===== src/rtl/instr_fetch_if.sv =====
// Byte-wide instruction memory read port: the fetch stage drives the request,
// the memory answers with a one-cycle MEM_RDY strobe carrying MEM_DATA.
interface instr_fetch_if;
    logic [7:0] MEM_ADDR;
    logic       MEM_RD;
    logic [7:0] MEM_DATA;
    logic       MEM_RDY;

    modport master (
        output MEM_ADDR,
        output MEM_RD,
        input  MEM_DATA,
        input  MEM_RDY
    );

    modport slave (
        input  MEM_ADDR,
        input  MEM_RD,
        output MEM_DATA,
        output MEM_RDY
    );
endinterface


===== src/rtl/instr_fetch.sv =====
// Instruction fetch stage: builds a big-endian 16-bit instruction from two byte
// reads and hands it to the cpu with a one-cycle active-low commit enable.
module instr_fetch #(
    parameter logic [7:0]  RESET_PC  = 8'h00,
    parameter int          TIMEOUT   = 15,
    parameter logic [15:0] NOP_INSTR = 16'h0000
) (
    input  logic               CLK,
    input  logic               RESET,
    input  logic [7:0]         NextPC,
    instr_fetch_if.master      mem,
    output logic [15:0]        Iin,
    output logic               EN_L,
    output logic [7:0]         FA,
    output logic               FETCH_ERR
);

    typedef enum logic [1:0] {
        FETCH_HI = 2'd0,
        FETCH_LO = 2'd1,
        ISSUE    = 2'd2
    } state_t;

    // Abort fires at the edge ending the TIMEOUT-th cycle spent without MEM_RDY.
    localparam logic [7:0] WAIT_LAST = 8'(TIMEOUT - 1);

    state_t     state;
    logic [7:0] hi_buf;
    logic [7:0] wait_cnt;
    logic       timed_out;

    assign timed_out = (wait_cnt == WAIT_LAST) && !mem.MEM_RDY;

    // Memory request decoded straight from state; ISSUE idles the bus at FA.
    assign mem.MEM_RD   = (state != ISSUE);
    assign mem.MEM_ADDR = (state == FETCH_LO) ? 8'(FA + 8'd1) : FA;

    always_ff @(posedge CLK) begin
        if (RESET) begin
            state     <= FETCH_HI;
            FA        <= RESET_PC;
            Iin       <= 16'h0000;
            EN_L      <= 1'b1;
            FETCH_ERR <= 1'b0;
            wait_cnt  <= 8'd0;
        end else begin
            case (state)
                FETCH_HI: begin
                    if (mem.MEM_RDY) begin
                        hi_buf   <= mem.MEM_DATA;
                        wait_cnt <= 8'd0;
                        state    <= FETCH_LO;
                    end else if (timed_out) begin
                        Iin       <= NOP_INSTR;
                        FETCH_ERR <= 1'b1;
                        EN_L      <= 1'b0;
                        wait_cnt  <= 8'd0;
                        state     <= ISSUE;
                    end else begin
                        wait_cnt <= wait_cnt + 8'd1;
                    end
                end

                FETCH_LO: begin
                    if (mem.MEM_RDY) begin
                        Iin      <= {hi_buf, mem.MEM_DATA};
                        EN_L     <= 1'b0;
                        wait_cnt <= 8'd0;
                        state    <= ISSUE;
                    end else if (timed_out) begin
                        Iin       <= NOP_INSTR;
                        FETCH_ERR <= 1'b1;
                        EN_L      <= 1'b0;
                        wait_cnt  <= 8'd0;
                        state     <= ISSUE;
                    end else begin
                        wait_cnt <= wait_cnt + 8'd1;
                    end
                end

                ISSUE: begin
                    // The cpu commits this cycle; its NextPC becomes the next fetch.
                    FA    <= NextPC;
                    EN_L  <= 1'b1;
                    state <= FETCH_HI;
                end

                default: begin
                    EN_L     <= 1'b1;
                    wait_cnt <= 8'd0;
                    state    <= FETCH_HI;
                end
            endcase
        end
    end

endmodule


===== src/flat_wrapper.sv =====
// flat-port wrapper written by rule: the top's interface ports become plain ports
module instr_fetch_flat 
#(
    parameter logic [7:0]  RESET_PC  = 8'h00,
    parameter int          TIMEOUT   = 15,
    parameter logic [15:0] NOP_INSTR = 16'h0000
)
  (CLK, RESET, NextPC, Iin, EN_L, FA, FETCH_ERR, mem_MEM_ADDR, mem_MEM_RD, mem_MEM_DATA, mem_MEM_RDY);
  instr_fetch_if mem_i ();
  input  logic CLK;
  input  logic RESET;
  input  logic [7:0] NextPC;
  output logic [15:0] Iin;
  output logic EN_L;
  output logic [7:0] FA;
  output logic FETCH_ERR;
  output wire logic [$bits(mem_i.MEM_ADDR)-1:0] mem_MEM_ADDR;
  output wire logic [$bits(mem_i.MEM_RD)-1:0] mem_MEM_RD;
  input wire logic [$bits(mem_i.MEM_DATA)-1:0] mem_MEM_DATA;
  input wire logic [$bits(mem_i.MEM_RDY)-1:0] mem_MEM_RDY;
  assign mem_MEM_ADDR = mem_i.MEM_ADDR;
  assign mem_MEM_RD = mem_i.MEM_RD;
  assign mem_i.MEM_DATA = mem_MEM_DATA;
  assign mem_i.MEM_RDY = mem_MEM_RDY;
  instr_fetch #(.RESET_PC(RESET_PC), .TIMEOUT(TIMEOUT), .NOP_INSTR(NOP_INSTR)) u_core (.CLK(CLK), .RESET(RESET), .NextPC(NextPC), .mem(mem_i), .Iin(Iin), .EN_L(EN_L), .FA(FA), .FETCH_ERR(FETCH_ERR));
endmodule

===== config.mk =====
export PLATFORM = sky130hd
export DESIGN_NAME = instr_fetch_flat
export DESIGN_NICKNAME = d
export VERILOG_FILES = /design/src/rtl/instr_fetch_if.sv /design/src/rtl/instr_fetch.sv /design/src/flat_wrapper.sv
export SDC_FILE = /design/constraint.sdc
export NUM_CORES = 1
export LEC_CHECK = 0
export CORE_ASPECT_RATIO = 1.25
export CORE_UTILIZATION = 36
export CTS_BUF_LIST = sky130_fd_sc_hd__clkbuf_8
export DETAILED_ROUTE_END_ITERATION = 8
export PLACE_DENSITY = 0.69
export RECOVER_POWER = 100
export SLEW_MARGIN = 20
export SYNTH_ARGS = -nofsm -noshare
export SYNTH_HDL_FRONTEND = slang
export SYNTH_SLANG_ARGS = --single-unit

===== constraint.sdc =====
create_clock -name CLK -period 3.3 [get_ports CLK]
set_input_delay 0.495 -clock CLK [delete_from_list [all_inputs] [get_ports CLK]]
set_output_delay 0.495 -clock CLK [all_outputs]
set_load 0.02 [all_outputs]

Word level (Yosys, flattened, before mapping):

Cells that the tools add are included.

* output and inout port bits: 35
* logic and storage cells: 40
* input bits: 19
* bits in registers: 44

* muxes and demuxes: 16
* equal/unequal tests: 5
* reductions and logical operators: 8
* add/subtract/negate cells: 2
* bitwise logic cells: 2

Operators with widths (count)
* 2-to-1 mux 16 bit: 3
* one-hot mux 16 bit (2 select lines): 1
* 2-to-1 mux 8 bit: 3
* adder 8 x 1 -> 8 bit (second input constant): 2
* one-hot mux 8 bit (2 select lines): 1
* == test 8 x 4 -> 1 bit (second input constant): 1
* 2-to-1 mux 2 bit: 3
* AND reduction 3 bit: 2
* != test 2 bit (second input constant): 2
* one-hot mux 2 bit (2 select lines): 1
* 2-to-1 mux 1 bit: 3
* == test 2 x 1 -> 1 bit (second input constant): 1
* == test 2 bit (second input constant): 1
* logical NOT 2 bit: 1
* NOT 1 bit: 2
* one-hot mux 1 bit (2 select lines): 1
* AND reduction 2 bit: 1
* nonzero test 2 bit: 1
* OR reduction 2 bit: 1
* logical AND 1 bit: 1
* logical NOT 1 bit: 1

Logic depth before layout (Yosys ltp):

* depth in word-level cells: 5
* gate-level depth with buffers: 8
* mapped depth without buffers: 6

Least setup slack after synthesis:

Ideal clock, no wire load.

* path kind: register to output
* from: register u_core.state[1]
* to: output mem_MEM_ADDR[7]
* required time: 2805 ps
* cell stages (with the launch flop): 6
* buffers on the path: 1
* arrival time: 1509 ps
* setup slack: 1296 ps
* path through: dfxtp_1 > clkbuf_1 > nor2b_1 > and4_1 > nand3_1 > xnor2_1

* cells in the longest elaborated chain, start to end: 2

Ends and longest elaborated chain
* from (decl): RTL line instr_fetch.sv:27 `state_t state;`
* from (signal assigned): RTL line instr_fetch.sv:40 `state <= FETCH_HI;`
* from (signal assigned): RTL line instr_fetch.sv:52 `state <= FETCH_LO;`
* from (signal assigned): RTL line instr_fetch.sv:58 `state <= ISSUE;`
* == test 2 x 1 -> 1 bit: RTL line instr_fetch.sv:36 `assign mem.MEM_ADDR = (state == FETCH_LO) ? 8'(FA + 8'd1) : FA;`
* 2-to-1 mux 8 bit: RTL line instr_fetch.sv:36
* to (decl): RTL line flat_wrapper.sv:17 `output wire logic [$bits(mem_i.MEM_ADDR)-1:0] mem_MEM_ADDR;`

Every way passes these cells.

Final worst setup path:

Same ends and word-level chain as after synthesis.

==> flow_summary_export.csv <==
group,metric,value,unit
clock_tree,cts-hold-fix-buffers,0,
logic_synthesis,synth_seq_cells,44,
route,wl,3.72,mm
clock_tree,clk_pin_slew,0.08,ns
global_routing,grt_pass1_vias,1324,
layout,final_cell_area,0.00242,mm2
critical_path,worst_endpoint_data_arrival_time,2.32,ns
layout,final_core_utilization,53.5,%
logic_synthesis,synthesis.yosys.warnings,0,
sta,setup_viol,0,
sta,fmax,355,MHz
layout,layout_commonest_cell,"dlygate4sd3_1",
place,detailedPlace.worstSlack,0.875,ns
floorplanning,io_pins,54,
global_routing,grt_max_degree,17,
clock_tree,total_cts_buffers,5,
clock_tree,clock_tree.buffer_depth,2,
route,viasPerCell,5.04,
clock_tree,tritoncts,"done",
clock_tree,cts.sink_count,44,
layout,fin_nets,248,
critical_path,timing.critical_path.slowest_cell_delay,0.68,ns
flow_run,drv.max_cap_violation_count,0,
clock_tree,post_cts.resized_instances,0,
clock_tree,postCtsSetupRepairBufs,0,
route,route.vias.total,1437,
critical_path,r2r_start,"u_core.wait_cnt[0]",
floorplanning,die_x,64.1,um
layout,layoutNonFillerInstCount,285,
logic_synthesis,post_synth_num_cell_types,34,
clock_tree,clk_root_buffer_cell,"clkbuf_8",
logic_synthesis,yosysTopAreaCellShare,41.6,%
clock_tree,clock_tree.htree_level_count,2,
route,drt_pre_antenna_iters,4,
logic_synthesis,synth_top_cell_by_area,"dfxtp_1",
critical_path,worstSetupStartpoint,"u_core.state[1]",
sta,setup_total_negative_slack,0,ns
logic_synthesis,synth_area_per_cell,10.2,um2
logic_synthesis,mappedNetlistArea,0.00173,mm2
hold_path,hp-class,"flip-flop to flip-flop",
route,final_antenna_net_count,0,
logic_synthesis,syn_inst,170,
hold_path,min_from,"u_core.hi_buf[3]",
sta,timing.max_slew.rel_slack,14.0,%
critical_path,worstSetupPathType,"flip-flop to output port",
critical_path,worst-path-max-fanout,9,
sta,final_max_slew_viol_count,0,
global_routing,grt_util_all_layers,15.9,%
global_routing,grt_overflow_total,0,
floorplanning,die_y,79.6,um
power,leakagePower,0.967,nW
critical_path,path_buf_inv,1,
sta,timing.final.hold_violations,0,
critical_path,chain_of_cells_forming_the_critical_path,"nor2b_1 -> and4_1 -> nand3_1 -> xnor2_1 -> dlygate4sd3_1",
power,finalPower,1.08,mW
layout,final_cell_mix,"dlygate4sd3_1 (45), dfxtp_1 (36), nand2_1 (26)",
critical_path,crit_slowest_cell,"dlygate4sd3_1",
outcome,result_of_the_run,"completed",
sta,unrepaired_setup_endpoints_after_global_routing,"false",
sta,final.period_utilization,85.3,%
route,drc,0,
place,placed_area,0.00233,mm2
logic_synthesis,ys_seq_area_share,55.4,%
layout,antenna_cells,0,
critical_path,critical_path_depth,5,
place,finalWeightedCongestion,0.805,
logic_synthesis,synth_nets,192,
global_routing,first_pass_grt_wire_length,6.15,mm
route,initialDrtViolationCount,29,
critical_path,timing.critical_path.from_type,"flip-flop",
critical_path,cp.required,2.80,ns
critical_path,critPathTopFamily,"simple AND/OR/NAND/NOR gates",
power,worst_ir_drop_vdd,0.243,mV
floorplanning,overall_die_area,0.00510,mm2
floorplanning,core_area,0.00453,mm2
power,p_per_area,446,mW/mm2
critical_path,critical_path.endpoint,"mem_MEM_ADDR[7]",
global_routing,grt_antenna_before_repair,0,
layout,layout-area-overhead-vs-synth,39.8,%
critical_path,critical_path.reg2reg.endpoint,"u_core.Iin[14]",
floorplanning,rows,27,
route,detail_route.wl_per_cell,13.1,um
critical_path,reg2regPathDepth,6,
place,placed_cells_incl_taps,277,
floorplanning,initial_core_util,38.3,%
clock_tree,clk-insertion-delay-late,0.29,ns
logic_synthesis,synth_area_leaders,"dfxtp_1 (42%), edfxtp_1 (14%), a22o_1 (8.1%)",
sta,finalWorstSetupSlack,0.483,ns
critical_path,timing.reg2reg.setup_slack,0.90,ns
sta,timing.clock.skew,0.00691,ns
sta,tightest_slew,1.29,ns
place,port_buffers,53,
sta,hold-worst-slack,0.464,ns
critical_path,timing.critical_path.to_type,"output port",
layout,layout_cell_share_with_drive_strength_beyond_1,4.85,%
place,dp.final_hpwl,2.73,mm
sta,final.min_clock_period,2.82,ns
-- worst register-to-register path, stage by stage (launching register included) --
cell     delay (ns)
dfxtp_1        0.38
inv_1          0.08
ha_1           0.19
or4b_1         0.24
o21ai_0        0.13
a21oi_1        1.01
a22o_1         0.30
-- kinds of logic (layout without fill, tap and decap cells) --
kind of cell	after synthesis	in the layout	share of synthesized area, %
buffers and inverters	11	68	2.81
AND/OR/NAND/NOR	64	64	18.5
XOR/XNOR	7	7	3.54
adder cells (fa/ha/maj)	3	3	2.16
multiplexers	1	1	0.649
AO/OA/AOI/OAI	40	40	16.9
flip-flops	44	44	55.4
-- worst min-delay path by stage --
stage / to / slack [ns] / cells after the start
final: u_core.Iin[11] / 0.46 / 1
after global routing: u_core.Iin[9] / 0.49 / 1
after CTS: u_core.Iin[10] / 0.47 / 1
after detailed placement: u_core.Iin[11] / 0.45 / 1
after global placement: u_core.Iin[13] / 0.44 / 1
after floorplan: u_core.Iin[10] / 0.44 / 1
-- report_power, final --
part           leakage, nW  switching, mW  internal [mW]
sequential           0.366         0.0104          0.564
clock               0.0541          0.178          0.224
combinational        0.547         0.0551         0.0492
-- area by class of cell --
cell class                      instances  area (um2)
Multi-Input combinational cell        115         718
Inverter                                4        15.0
Tap cell                               58        72.6
Timing Repair Buffer                   56         546
Fill cell                             439        2100
Sequential cell                        44         961
Clock buffer                            5        68.8
Clock inverter                          3        42.5
-- state kept, by name (all words and copies together) (netlist names) --
signal / count
u_core.state: 2
u_core.EN_L: 1
u_core.wait_cnt: 8
u_core.Iin: 16
u_core.hi_buf: 8
u_core.FETCH_ERR: 1
u_core.FA: 8
-- synth_stat cells --
library cell and number:
dfxtp_1 36, nand2_1 26, a22o_1 16, a21oi_1 12
edfxtp_1 8, nand3_1 8, nor2_1 8, clkbuf_1 6
a31oi_1 4, inv_1 4, nor3_1 4, xnor2_1 4
ha_1 3, nor2b_1 3, or3_1 3, xor2_1 3
and3_1 2, and4_1 2, nand4_1 2, nor3b_1 2
a21oi_2 1, a2bb2oi_1 1, a311o_1 1, buf_6 1
mux2_2 1, nand4bb_1 1, o211a_1 1, o21a_1 1
o21ai_1 1, o21ai_2 1, o31a_1 1, or2_1 1
or4_1 1, or4b_4 1
-- per-layer routing --
layer  part of all wire, %  vias to the layer above  global-route usage, %
met2                    47                       46                   26.5
li1                      -                      725                      -
met5                     0                        -                      0
met3                   6.1                        7                   4.57
met4                   1.6                        0                   8.18
met1                    45                      659                   18.4
Power figures use the tool's default switching activity.
